## src/rtl/fp4_e2m1_pkg.sv

```systemverilog
// Shared E2M1 FP4 types and decode constants for the FP4 dot-product datapath.
// Values are expressed in half-units (LSB = 0.5).
package fp4_e2m1_pkg;

   typedef struct packed {
      logic       sign;
      logic [2:0] mag;
   } fp4_e2m1_t;

   localparam logic [2:0] MAG_0P0 = 3'b000;
   localparam logic [2:0] MAG_0P5 = 3'b001;
   localparam logic [2:0] MAG_1P0 = 3'b010;
   localparam logic [2:0] MAG_1P5 = 3'b011;
   localparam logic [2:0] MAG_2P0 = 3'b100;
   localparam logic [2:0] MAG_3P0 = 3'b101;
   localparam logic [2:0] MAG_4P0 = 3'b110;
   localparam logic [2:0] MAG_6P0 = 3'b111;

   localparam int TERM_W = 5;

   // Indexed by magnitude code; entry 0 is code 000.
   localparam logic [7:0][3:0] HALF_UNIT_LUT = {
      4'd12, 4'd8, 4'd6, 4'd4, 4'd3, 4'd2, 4'd1, 4'd0
   };

   typedef enum logic {
      ACCUM = 1'b0,
      DONE  = 1'b1
   } acc_state_t;

   function automatic logic [3:0] half_units(input logic [2:0] mag);
      return HALF_UNIT_LUT[mag];
   endfunction

endpackage

```

## src/rtl/fp4_e2m1_to_fixed.sv

```systemverilog
// Combinational decode of one E2M1 FP4 value to a signed 5-bit half-unit term.
// Kept standalone so a future carry-save accumulation tree can reuse it.
module fp4_e2m1_to_fixed
   import fp4_e2m1_pkg::*;
(
   input  fp4_e2m1_t                fp_i,
   output logic signed [TERM_W-1:0] term_o
);

   logic signed [TERM_W-1:0] mag_s;

   always_comb begin
      mag_s = signed'({1'b0, half_units(fp_i.mag)});
      // Negative zero must still contribute exactly 0.
      if (fp_i.mag == MAG_0P0) begin
         term_o = '0;
      end else if (fp_i.sign) begin
         term_o = -mag_s;
      end else begin
         term_o = mag_s;
      end
   end

endmodule

```

## src/rtl/fp4_dot_accumulator.sv

```systemverilog
// Streaming FP4 product accumulator: sums a vector of E2M1 products in half-units.
// Define FP4_ACC_SATURATE_EN to clamp on overflow instead of wrapping.
module fp4_dot_accumulator
   import fp4_e2m1_pkg::*;
#(
   parameter int ACC_W = 16,
   parameter int CNT_W = 8
)
(
   input  logic                    clk_i,
   input  logic                    rst_i,
   input  logic                    in_valid_i,
   output logic                    in_ready_o,
   input  logic [3:0]              in_data_i,
   input  logic                    in_last_i,
   output logic                    out_valid_o,
   input  logic                    out_ready_i,
   output logic signed [ACC_W-1:0] out_sum_o,
   output logic [CNT_W-1:0]        out_count_o,
   output logic                    out_ovf_o
);

   localparam logic signed [ACC_W-1:0] ACC_MAX = {1'b0, {(ACC_W-1){1'b1}}};
   localparam logic signed [ACC_W-1:0] ACC_MIN = {1'b1, {(ACC_W-1){1'b0}}};

   acc_state_t               state_p0;
   logic                     in_ready_p0;
   logic                     out_valid_p0;
   logic signed [ACC_W-1:0]  acc_p0;
   logic [CNT_W-1:0]         count_p0;
   logic                     ovf_p0;

   fp4_e2m1_t                in_fp;
   logic signed [TERM_W-1:0] term;
   logic signed [ACC_W-1:0]  term_ext;
   logic signed [ACC_W-1:0]  raw_sum;
   logic signed [ACC_W-1:0]  acc_next;
   logic                     add_ovf;
   logic                     accept;

   function automatic logic signed [ACC_W-1:0] sat_f(
      input logic signed [ACC_W-1:0] sum,
      input logic                    ovf,
      input logic                    neg
   );
      if (!ovf) return sum;
      return neg ? ACC_MIN : ACC_MAX;
   endfunction

   assign in_fp = fp4_e2m1_t'(in_data_i);

   fp4_e2m1_to_fixed u_decode (
      .fp_i   (in_fp),
      .term_o (term)
   );

   always_comb begin
      term_ext = ACC_W'(term);
      raw_sum  = acc_p0 + term_ext;
      add_ovf  = (acc_p0[ACC_W-1] == term_ext[ACC_W-1]) &&
                 (raw_sum[ACC_W-1] != acc_p0[ACC_W-1]);
`ifdef FP4_ACC_SATURATE_EN
      // Direction of the clamp follows the operands' common sign.
      acc_next = sat_f(raw_sum, add_ovf, acc_p0[ACC_W-1]);
`else
      acc_next = raw_sum;
`endif
   end

   assign accept = in_valid_i & in_ready_p0;

   // Stage p0: control FSM and accumulator state, all outputs registered
   always_ff @(posedge clk_i) begin
      if (rst_i) begin
         state_p0     <= ACCUM;
         in_ready_p0  <= 1'b1;
         out_valid_p0 <= 1'b0;
         acc_p0       <= '0;
         count_p0     <= '0;
         ovf_p0       <= 1'b0;
      end else begin
         case (state_p0)
            ACCUM: begin
               if (accept) begin
                  acc_p0 <= acc_next;
                  ovf_p0 <= ovf_p0 | add_ovf;
                  if (count_p0 != {CNT_W{1'b1}}) begin
                     count_p0 <= count_p0 + CNT_W'(1);
                  end
                  if (in_last_i) begin
                     state_p0     <= DONE;
                     in_ready_p0  <= 1'b0;
                     out_valid_p0 <= 1'b1;
                  end
               end
            end
            DONE: begin
               if (out_ready_i) begin
                  state_p0     <= ACCUM;
                  in_ready_p0  <= 1'b1;
                  out_valid_p0 <= 1'b0;
                  acc_p0       <= '0;
                  count_p0     <= '0;
                  ovf_p0       <= 1'b0;
               end
            end
            default: begin
               state_p0     <= ACCUM;
               in_ready_p0  <= 1'b1;
               out_valid_p0 <= 1'b0;
            end
         endcase
      end
   end

   assign in_ready_o  = in_ready_p0;
   assign out_valid_o = out_valid_p0;
   assign out_sum_o   = acc_p0;
   assign out_count_o = count_p0;
   assign out_ovf_o   = ovf_p0;

endmodule

```

## config.mk

```make
export PLATFORM = sky130hd
export DESIGN_NAME = fp4_dot_accumulator
export DESIGN_NICKNAME = d
export VERILOG_FILES = /design/src/rtl/fp4_e2m1_pkg.sv /design/src/rtl/fp4_e2m1_to_fixed.sv /design/src/rtl/fp4_dot_accumulator.sv
export SDC_FILE = /design/constraint.sdc
export NUM_CORES = 1
export LEC_CHECK = 0
export CORE_UTILIZATION = 52
export DETAILED_ROUTE_END_ITERATION = 6
export PLACE_DENSITY = 0.8
export SLEW_MARGIN = 30
export SYNTH_ARGS = -nofsm -noshare
export SYNTH_HDL_FRONTEND = slang
export SYNTH_SLANG_ARGS = --single-unit
```

## constraint.sdc

```tcl
create_clock -name clk_i -period 3.95 [get_ports clk_i]
set_clock_uncertainty 0.2 [all_clocks]
set_input_delay 0.5925 -clock clk_i [delete_from_list [all_inputs] [get_ports clk_i]]
set_output_delay 0.5925 -clock clk_i [all_outputs]
set_load 0.05 [all_outputs]
```

==> metrics, run 1 <==
outcome=completed; Die W=62.7 um; Mean Syn Cell Area=8.02 um2; period utilisation layout=0.929; Root Driver=clkbuf_8; Area contributors post-synth=dfxtp_1, ha_1, a21oi_1; Slew headroom=0.610; top-count cell post-synth=a21oi_1; Skew-Pair Late Insertion Delay=270 ps; launch point of the worst path=in_data_i[1]; Sink Count=28; die area=3930 um2; DRC viols=0; Synth Area in Adders=0.121; Ys Warns=0; Routed WL=4.33 mm; CTS Buffer Depth=2; DP HPWL=3.17 mm; CORE AREA=3440 um2; number of I/O pins=36; Post-CTS Resized=0; Post-Syn Instances=239; Period minus WS final=3670 ps; Hold Crit Start=out_sum_o[3]; first-pass GRT wire length=7.22 mm; RR Startpoint=out_sum_o[0]; multiplexer share of the synthesized area=0.0163; Worst Setup Start Kind=input port; Total Routing Usage GR=0.225; Peak VDD IR=322 uV; CTS tree=yes; port buffer count=35; PwrDens=378 nW/um2; layout cells sized above 1=0.0681; WL/cell=13.3 um; Fin. Hold Viols=0; Area Growth Syn to Fin=26.6%; largest net degree at the start of global routing=17; Syn Nets=266; Arrival @ worst endpoint=3640 ps; RePlAce Congestion=0.870; setup TNS=0 ps; post-synth top area share=0.292; top_reg_cell synth=dfxtp_1; antenna fix cells=0; H-Tree Depth=1; Seq cells post-synth=28; Slew Limit Fails=0; reg-to-reg slack, setup=1540 ps; ys async rst share=0; number of synthesized flops with an enable pin=0; gr ovfl total=0; CTS buffer count=3; Final Hold Slack=295 ps; chip height=62.7 um; ANT nets after route=0; area of the mapped netlist=1920 um2; Critical Path Fanout Max=7; Worst-Margin Slew=583 ps; Site Rows=21; required time of the worst setup path=3920 ps; Pleak=0.000993 uW; type of the worst min-delay path=flip-flop to flip-flop; hold path depth=2; clk slew on worst S/H paths=100 ps; Post-synth top cells=a21oi_1, dfxtp_1, nand2_1; post-CTS setup buffer count=0; R2R cell count=8; Distinct cells, synth=43; CP endpoint kind=flip-flop; post-synthesis compound-gate area fraction=0.258; final setup fails=0; fillcell total=280; vias in the first global route=1643; largest family of logic cells by synthesized area=compound AO/OA/AOI/OAI gates; initial drt markers=153; RSZ-0062 raised after global routing=no; sequential area share after synthesis=0.292; antenna violations before repair=0; Initial Utilization=0.557; DR vias/cell=5.73; Layout Nets=307; cts hold-fix bufs=0; total of max-cap violations=0; Peak Freq=272 MHz; dominant cell type by area after synthesis=dfxtp_1; critical setup path kind=input port to flip-flop; simple-gate portion of the synthesized area=0.205; final cell utilization of the core=0.705; vias=1861; Post-Synth XOR/XNOR Area=0.0777; TritonRoute pass-1 iters=4
==> sequential cells by signal, indices dropped and copies added, names as in the netlist <==
signal	flops
state_p0	1
out_valid_o	1
out_sum_o	16
out_ovf_o	1
out_count_o	8
in_ready_o	1
==> logic make-up (layout without fill, tap and decap cells) <==
logic type | count (synthesis) | count (layout)
fa+ha+maj | 18 | 18
compound gates | 76 | 76
buf+inv | 14 | 54
xor+xnor | 17 | 17
mux | 3 | 3
simple gates | 83 | 83
flops | 28 | 28
==> worst max-delay path: stages <==
cell and delay (ps):
clkdlybuf4s50_1 570, nor3_1 80, a21oi_1 180, ha_1 200, a21oi_1 50, o21ai_0 230, inv_1 110, buf_4 180
ha_1 330, a21o_1 230, o221a_4 250, o31a_1 350, mux2i_1 170, o211ai_1 100
==> per-stage QoR <==
| stage | total power, uW | setup WS, ps | cells | instance area, um2 |
|---|---|---|---|---|
| floorplan | 587 | 378 | 239 | 1920 |
| global placement | 688 | 117 | 321 | 2350 |
| detailed placement | 690 | 15.1 | 321 | 2350 |
| CTS | 920 | 298 | 325 | 2420 |
| global route | 972 | 50.1 | 325 | 2430 |
| finish | 918 | 280 | 325 | 2430 |
==> layout by cell type, fill, tap and decap left out, types with 2 or more instances in the layout <==
cell / n
clkdlybuf4s50_1: 35
nor3_1: 6
nand3b_1: 5
o21ai_0: 15
dfxtp_1: 28
a21oi_2: 2
a21oi_1: 28
clkbuf_8: 3
nor2_1: 18
o211ai_1: 4
nor2b_1: 3
a31oi_1: 5
nand2_1: 27
ha_1: 17
buf_4: 7
a21o_1: 4
xnor2_1: 8
nand3_1: 14
inv_1: 8
and3_1: 4
o21a_1: 2
a211oi_1: 2
a22oi_1: 2
nand4_1: 3
mux2i_1: 2
xor2_1: 9
==> area by class of cell <==
| cell class | count | area [um2] | share of cell area |
|---|---|---|---|
| clock buffer | 3 | 41.3 | 0.0170 |
| multi-input combinational | 197 | 1310 | 0.538 |
| inverter | 8 | 30.0 | 0.0124 |
| sequential | 28 | 561 | 0.231 |
| timing repair buffer | 42 | 403 | 0.166 |
| clock inverter | 1 | 30.0 | 0.0124 |
| tap | 46 | 57.6 | 0.0237 |
==> layer usage <==
metal / GRT usage / wire length [um] / part of all wire
met1: 0.295 / 2110 / 0.49
met2: 0.390 / 2070 / 0.48
met3: 0.0347 / 127 / 0.029
met4: 0.0407 / 23 / 0.0053
met5: 0 / 0 / 0
==> power breakdown <==
group	leakage (uW)	switching, uW	internal (uW)
combinational	0.000729	222	139
clock	0.0000357	93.0	136
sequential	0.000229	22.3	306
==> final timing paths <==
| check | to |
|---|---|
| worst max-delay path | out_sum_o[15] |
| worst max register to register | out_sum_o[10] |
| worst min-delay path | out_sum_o[3] |
| worst min register to register | out_sum_o[3] |
No activity file was read; power rests on OpenSTA's default activity.
==> inputs of run 2 (changes only) <==
TNS_END_PERCENT = 20   (was not set)
clock period = 3.57 ns   (was 3.95 ns; I/O delays follow)
==> run 2 against run 1 <==
Against the previous run: sequential share of layout area is 2.4 points lower; critical path depth is 1 higher; sequential power is 11% higher; setup slack worse by 210 ps; hold slack worse by 1.5 ps; first-iteration DRC count is 20% lower; utilization is 8.3 points higher; routed wire length is 16% higher; power is 19% higher; critical path type unchanged; die area stayed put.
==> metrics, run 2 (synthesis results as in run 1) <==
met1 usage=0.314 (+0.0191); RR Startpoint=out_sum_o[0]; Root Driver=clkbuf_8; total power=1090 uW (+19%); Skew-Pair Late Insertion Delay=280 ps (about the same); number of I/O pins=36 (unchanged); CTS buffer count=3 (unchanged); vias=2025 (+8.8%); Site Rows=21 (unchanged); hold path depth=2 (unchanged); most crowded layer after global routing=met2; clk slew on worst S/H paths=100 ps (about the same); die area=3930 um2 (unchanged); CP delay by family, top=compound AO/OA/AOI/OAI gates; critical setup path kind=input port to flip-flop; fillcell total=252 (-10%); Initial Utilization=0.557 (unchanged); Worst Setup Start Kind=input port; initial drt markers=123 (-20%); Fin. Hold Viols=0 (unchanged); NetSw=401 uW (+19%); final setup fails=0 (unchanged); ANT nets after route=0 (unchanged); Die W=62.7 um (unchanged); Total Routing Usage GR=0.265 (+0.0397); Slew headroom=0.596 (-0.0143); largest net degree at the start of global routing=17 (unchanged); Arrival @ worst endpoint=3470 ps (-170 ps); vias in the first global route=1944 (+18%); CTS Buffer Depth=2 (unchanged); Reg power frac=0.333 (-0.025); Pleak=0.00118 uW (+19%); type of the worst min-delay path=flip-flop to flip-flop; CORE AREA=3440 um2 (unchanged); Peak VDD IR=199 uV (-38%); antenna fix cells=0 (unchanged); Slew Limit Fails=0 (unchanged); required time of the worst setup path=3540 ps (-380 ps); port buffer count=35 (unchanged); DP HPWL=3.76 mm (+19%); first-pass GRT wire length=8.32 mm (+15%); Net Sw Frac=0.367 (-0.000770); gr ovfl total=0 (unchanged); R2R cell count=8 (unchanged); Area Growth Syn to Fin=41.4%; DR vias/cell=5.67 (-0.94%); Peak Freq=286 MHz; critical-path cell list=clkdlybuf4s50_1 > inv_2 > nor3_2 > a21oi_2 > ha_1 > a21oi_1 > a31oi_1 > buf_4 > fa_1 > a21oi_1 > o211ai_1 > a31oi_1 > buf_4 > xor2_1 > o21ai_0; max FFs per register=16 (unchanged); clock group share of total power=0.237 (-0.012); reg-to-reg slack, setup=1110 ps (-430 ps); Hold EP=out_sum_o[10]; RePlAce Congestion=0.928 (+6.7%); slowest CP cell=clkdlybuf4s50_1; CP endpoint kind=flip-flop; chip height=62.7 um (unchanged); antenna violations before repair=0 (unchanged); Period minus WS final=3500 ps; period utilisation layout=0.980; Hold Crit Start=out_sum_o[10]; met2 Usage GRT=0.469 (+0.0788); Final Hold Slack=293 ps (-1.50 ps); WL/cell=14.0 um (+5.2%); Worst-Margin Slew=604 ps (+21.3 ps); M3 GR Usage=0.0456 (+0.0109); slowest stage delay, CP=490 ps (-80 ps); total of max-cap violations=0 (unchanged); H-Tree Depth=1 (unchanged); setup TNS=0 ps (unchanged); most frequent cells in the layout=buf_4, clkdlybuf4s50_1, dfxtp_1; Comb pwr share=0.430 (+0.037); Int Pwr=693 uW (+19%); PwrDens=404 nW/um2 (+6.7%); Layout Nets=339 (+10%); Critical Path Fanout Max=3 (-4); outcome=completed; CP Buf/Inv Count=4 (+1); commonest non-fill, non-tap cell in the layout=buf_4; DRC viols=0 (unchanged); layout cells sized above 1=0.186 (+0.118); Critical R2R Capture=out_sum_o[8]; TritonRoute pass-1 iters=4 (unchanged); Sink Count=28 (unchanged); CTS tree=yes; Routed WL=5.00 mm (+16%)
run 2: worst max-delay path by stage:
stage	from	endpoint	slack, ps	depth (start not counted)
finish	in_data_i[0]	out_sum_o[8]	70	15
global placement	in_data_i[2]	out_sum_o[15]	-140	14
floorplan	in_data_i[0]	out_sum_o[15]	60	14
CTS	in_data_i[2]	out_sum_o[10]	50	15
global route	in_data_i[0]	out_sum_o[10]	-70	15
detailed placement	in_data_i[2]	out_sum_o[10]	-250	15
run 2: final cells by class:
type	instances	area [um2]	share of cell area
clock buffers	3	41.3	0.0152
clock inverters	1	30.0	0.0111
well taps	46	57.6	0.0212
flip-flops and latches	28	561	0.207
multi-input cells	197	1330	0.491
inverters	8	30.0	0.0111
repair buffers	74	661	0.244
run 2: worst register-to-register path, cell delays in order (launching register included):
cell,delay [ps]
dfxtp_1,350
ha_1,280
fa_1,430
a21oi_1,240
o211ai_1,180
a31oi_1,270
buf_4,170
xor2_1,150
o21ai_0,90
run 2: metal layers:
metal / share of wire / routed length [um]
met5: 0 / 0
met1: 0.43 / 2170
met2: 0.52 / 2580
met3: 0.038 / 188
met4: 0.013 / 65
run 2: power groups by stage:
stage	sequential [uW]	combinational [uW]	clock, uW
2_1_floorplan	454	195	0
3_3_place_gp	370	444	0
3_5_place_dp	371	452	0
4_1_cts	364	456	261
5_1_grt	368	508	273
6_report	364	471	259
run 2: stage by stage:
stage,cell area (um2),cells,utilization,setup WS (ps)
6_report,2710,357,0.788,72.1
5_1_grt,2710,357,0.788,-74.4
4_1_cts,2660,355,0.773,48.3
3_5_place_dp,2590,351,0.752,-252
3_3_place_gp,2590,351,0.752,-140
2_1_floorplan,1920,239,-,55.3
run 2: what timing repair did:
item	in CTS	in global routing
buffers inserted	0	2
endpoints found under the setup margin	0	9
hold endpoints to repair	0	0
gates resized for setup	0	12
hold buffers	0	0
==> inputs of run 3 (changes only) <==
CORE_UTILIZATION = 30   (was 52)
PLACE_DENSITY = not set   (was 0.8)
==> run 3 against run 2 <==
Against the previous run: non-clock buffer count up 1; via count down 3.6%; routed wire length unchanged; sequential share of layout area down 0.39 points; setup slack better by 20 ps.
==> metrics, run 3 (synthesis results as in run 1) <==
outcome=completed; Worst-Margin Slew=555 ps (-49.8 ps); type of the worst min-delay path=flip-flop to flip-flop; vias in the first global route=1783 (-8.3%); Site Rows=28 (+33%); port buffer count=35 (unchanged); CP endpoint kind=flip-flop; final setup margin=91.8 ps (+19.7 ps); DP Worst Slack=-286 ps (-34.2 ps); Initial Utilization=0.318 (-0.239); setup TNS=0 ps (unchanged); Layout Nets=340 (+0.29%); antenna fix cells=0 (unchanged); critical setup path kind=input port to flip-flop; Pleak=0.00118 uW (+0.31%); Die W=81.9 um (+31%); CTS tree=yes; DR vias/cell=5.04 (-11%); DP HPWL=3.95 mm (+5.0%); Slew headroom=0.629 (+0.0333); number of I/O pins=36 (unchanged); Root Driver=clkbuf_8; gr ovfl total=0 (unchanged); Routed WL=5.00 mm (unchanged); largest net degree at the start of global routing=17 (unchanged); Total Routing Usage GR=0.158 (-0.107); first-pass GRT wire length=8.28 mm (-0.49%); DRC viols=0 (unchanged); CTS buffer count=3 (unchanged); die area=6710 um2 (+71%); Area Growth Syn to Fin=44.2%; Critical Path Fanout Max=4 (+1); required time of the worst setup path=3580 ps (+40 ps); Peak Freq=288 MHz (+0.57%); WL/cell=12.9 um (-7.8%); Sink Count=28 (unchanged); Period minus WS final=3480 ps (-19.7 ps); Skew-Pair Late Insertion Delay=280 ps (about the same); commonest non-fill, non-tap cell in the layout=buf_4; clk slew on worst S/H paths=100 ps (about the same); fillcell total=607 (+140%); CTS Buffer Depth=2 (unchanged); total of max-cap violations=0 (unchanged); Fin. Hold Viols=0 (unchanged); most frequent cells in the layout=buf_4, clkdlybuf4s50_1, dfxtp_1; vias=1952 (-3.6%); antenna violations before repair=0 (unchanged); Slew Limit Fails=0 (unchanged); initial drt markers=96 (-22%); period utilisation layout=0.974 (-0.00553); Arrival @ worst endpoint=3490 ps (+20 ps); max FFs per register=16 (unchanged); Peak VDD IR=221 uV (+11%); cts hold-fix bufs=0 (unchanged); H-Tree Depth=1 (unchanged); CORE AREA=6030 um2 (+75%); Worst Setup Start Kind=input port; ANT nets after route=0 (unchanged); final setup fails=0 (unchanged); TritonRoute pass-1 iters=4 (unchanged); RePlAce Congestion=0.826 (-11%); PwrDens=396 nW/um2 (-2.0%); chip height=81.9 um (+31%); layout cells sized above 1=0.199 (+0.0122)
run 3: cell count changes in the layout (fill, tap and decap cells not counted), sizes merged:
cell | previous run | this run
buf | 39 | 40
run 3: cell type report:
class / count / area, um2 / share of cell area
inverter: 8 / 30.0 / 0.0109
clock buffer: 3 / 41.3 / 0.0149
tap: 75 / 93.8 / 0.0340
timing repair buffer: 75 / 659 / 0.239
clock inverter: 1 / 30.0 / 0.0109
sequential: 28 / 561 / 0.203
multi-input combinational: 197 / 1350 / 0.488
run 3: per-stage QoR:
stage          hold slack [ps]  cell area (um2)  power (uW)   util  std cells
2_1_floorplan              394             1920         649      -        239
6_report                   293             2760        1090  0.459        387
3_5_place_dp               281             2620         828  0.435        381
3_3_place_gp               267             2620         824  0.435        381
4_1_cts                    300             2690        1090  0.447        385
5_1_grt                    324             2760        1160  0.459        387
run 3: worst paths after layout:
kind	from	endpoint	slack [ps]	depth (start not counted)
hold / removal	out_sum_o[14]	out_sum_o[14]	290	2
setup reg to reg	out_sum_o[1]	out_sum_o[15]	1280	7
setup / recovery	in_data_i[2]	out_sum_o[15]	90	14
hold reg to reg	out_sum_o[14]	out_sum_o[14]	290	2
run 3: routing by layer:
layer,vias to the layer above,track usage,wire length (um)
li1,1018,-,-
met3,6,0.0322,181
met5,-,0,0
met1,895,0.203,2360
met4,0,0.0193,34
met2,33,0.276,2420
run 3: critical path: stages:
cell,delay [ps]
clkdlybuf4s50_1,480
inv_1,110
nor3_4,160
a21oi_2,70
ha_2,320
a21oi_1,60
a31oi_1,200
ha_1,290
a211oi_2,300
o21ai_2,110
o221a_4,230
o31a_1,320
xnor2_1,150
o211ai_1,170
run 3: what timing repair did:
item | in CTS | in global routing
gates resized for setup | 0 | 18
hold endpoints to repair | 0 | 0
buffers inserted | 0 | 2
setup endpoints to repair | 0 | 10
run 3: power by group:
part / internal, uW / leakage, uW / total, uW / switching (uW)
Sequential: 339 / 0.000229 / 366 / 26.9
Combinational: 206 / 0.000917 / 469 / 263
Clock: 150 / 0.0000357 / 258 / 108
Total: 696 / 0.00118 / 1090 / 398
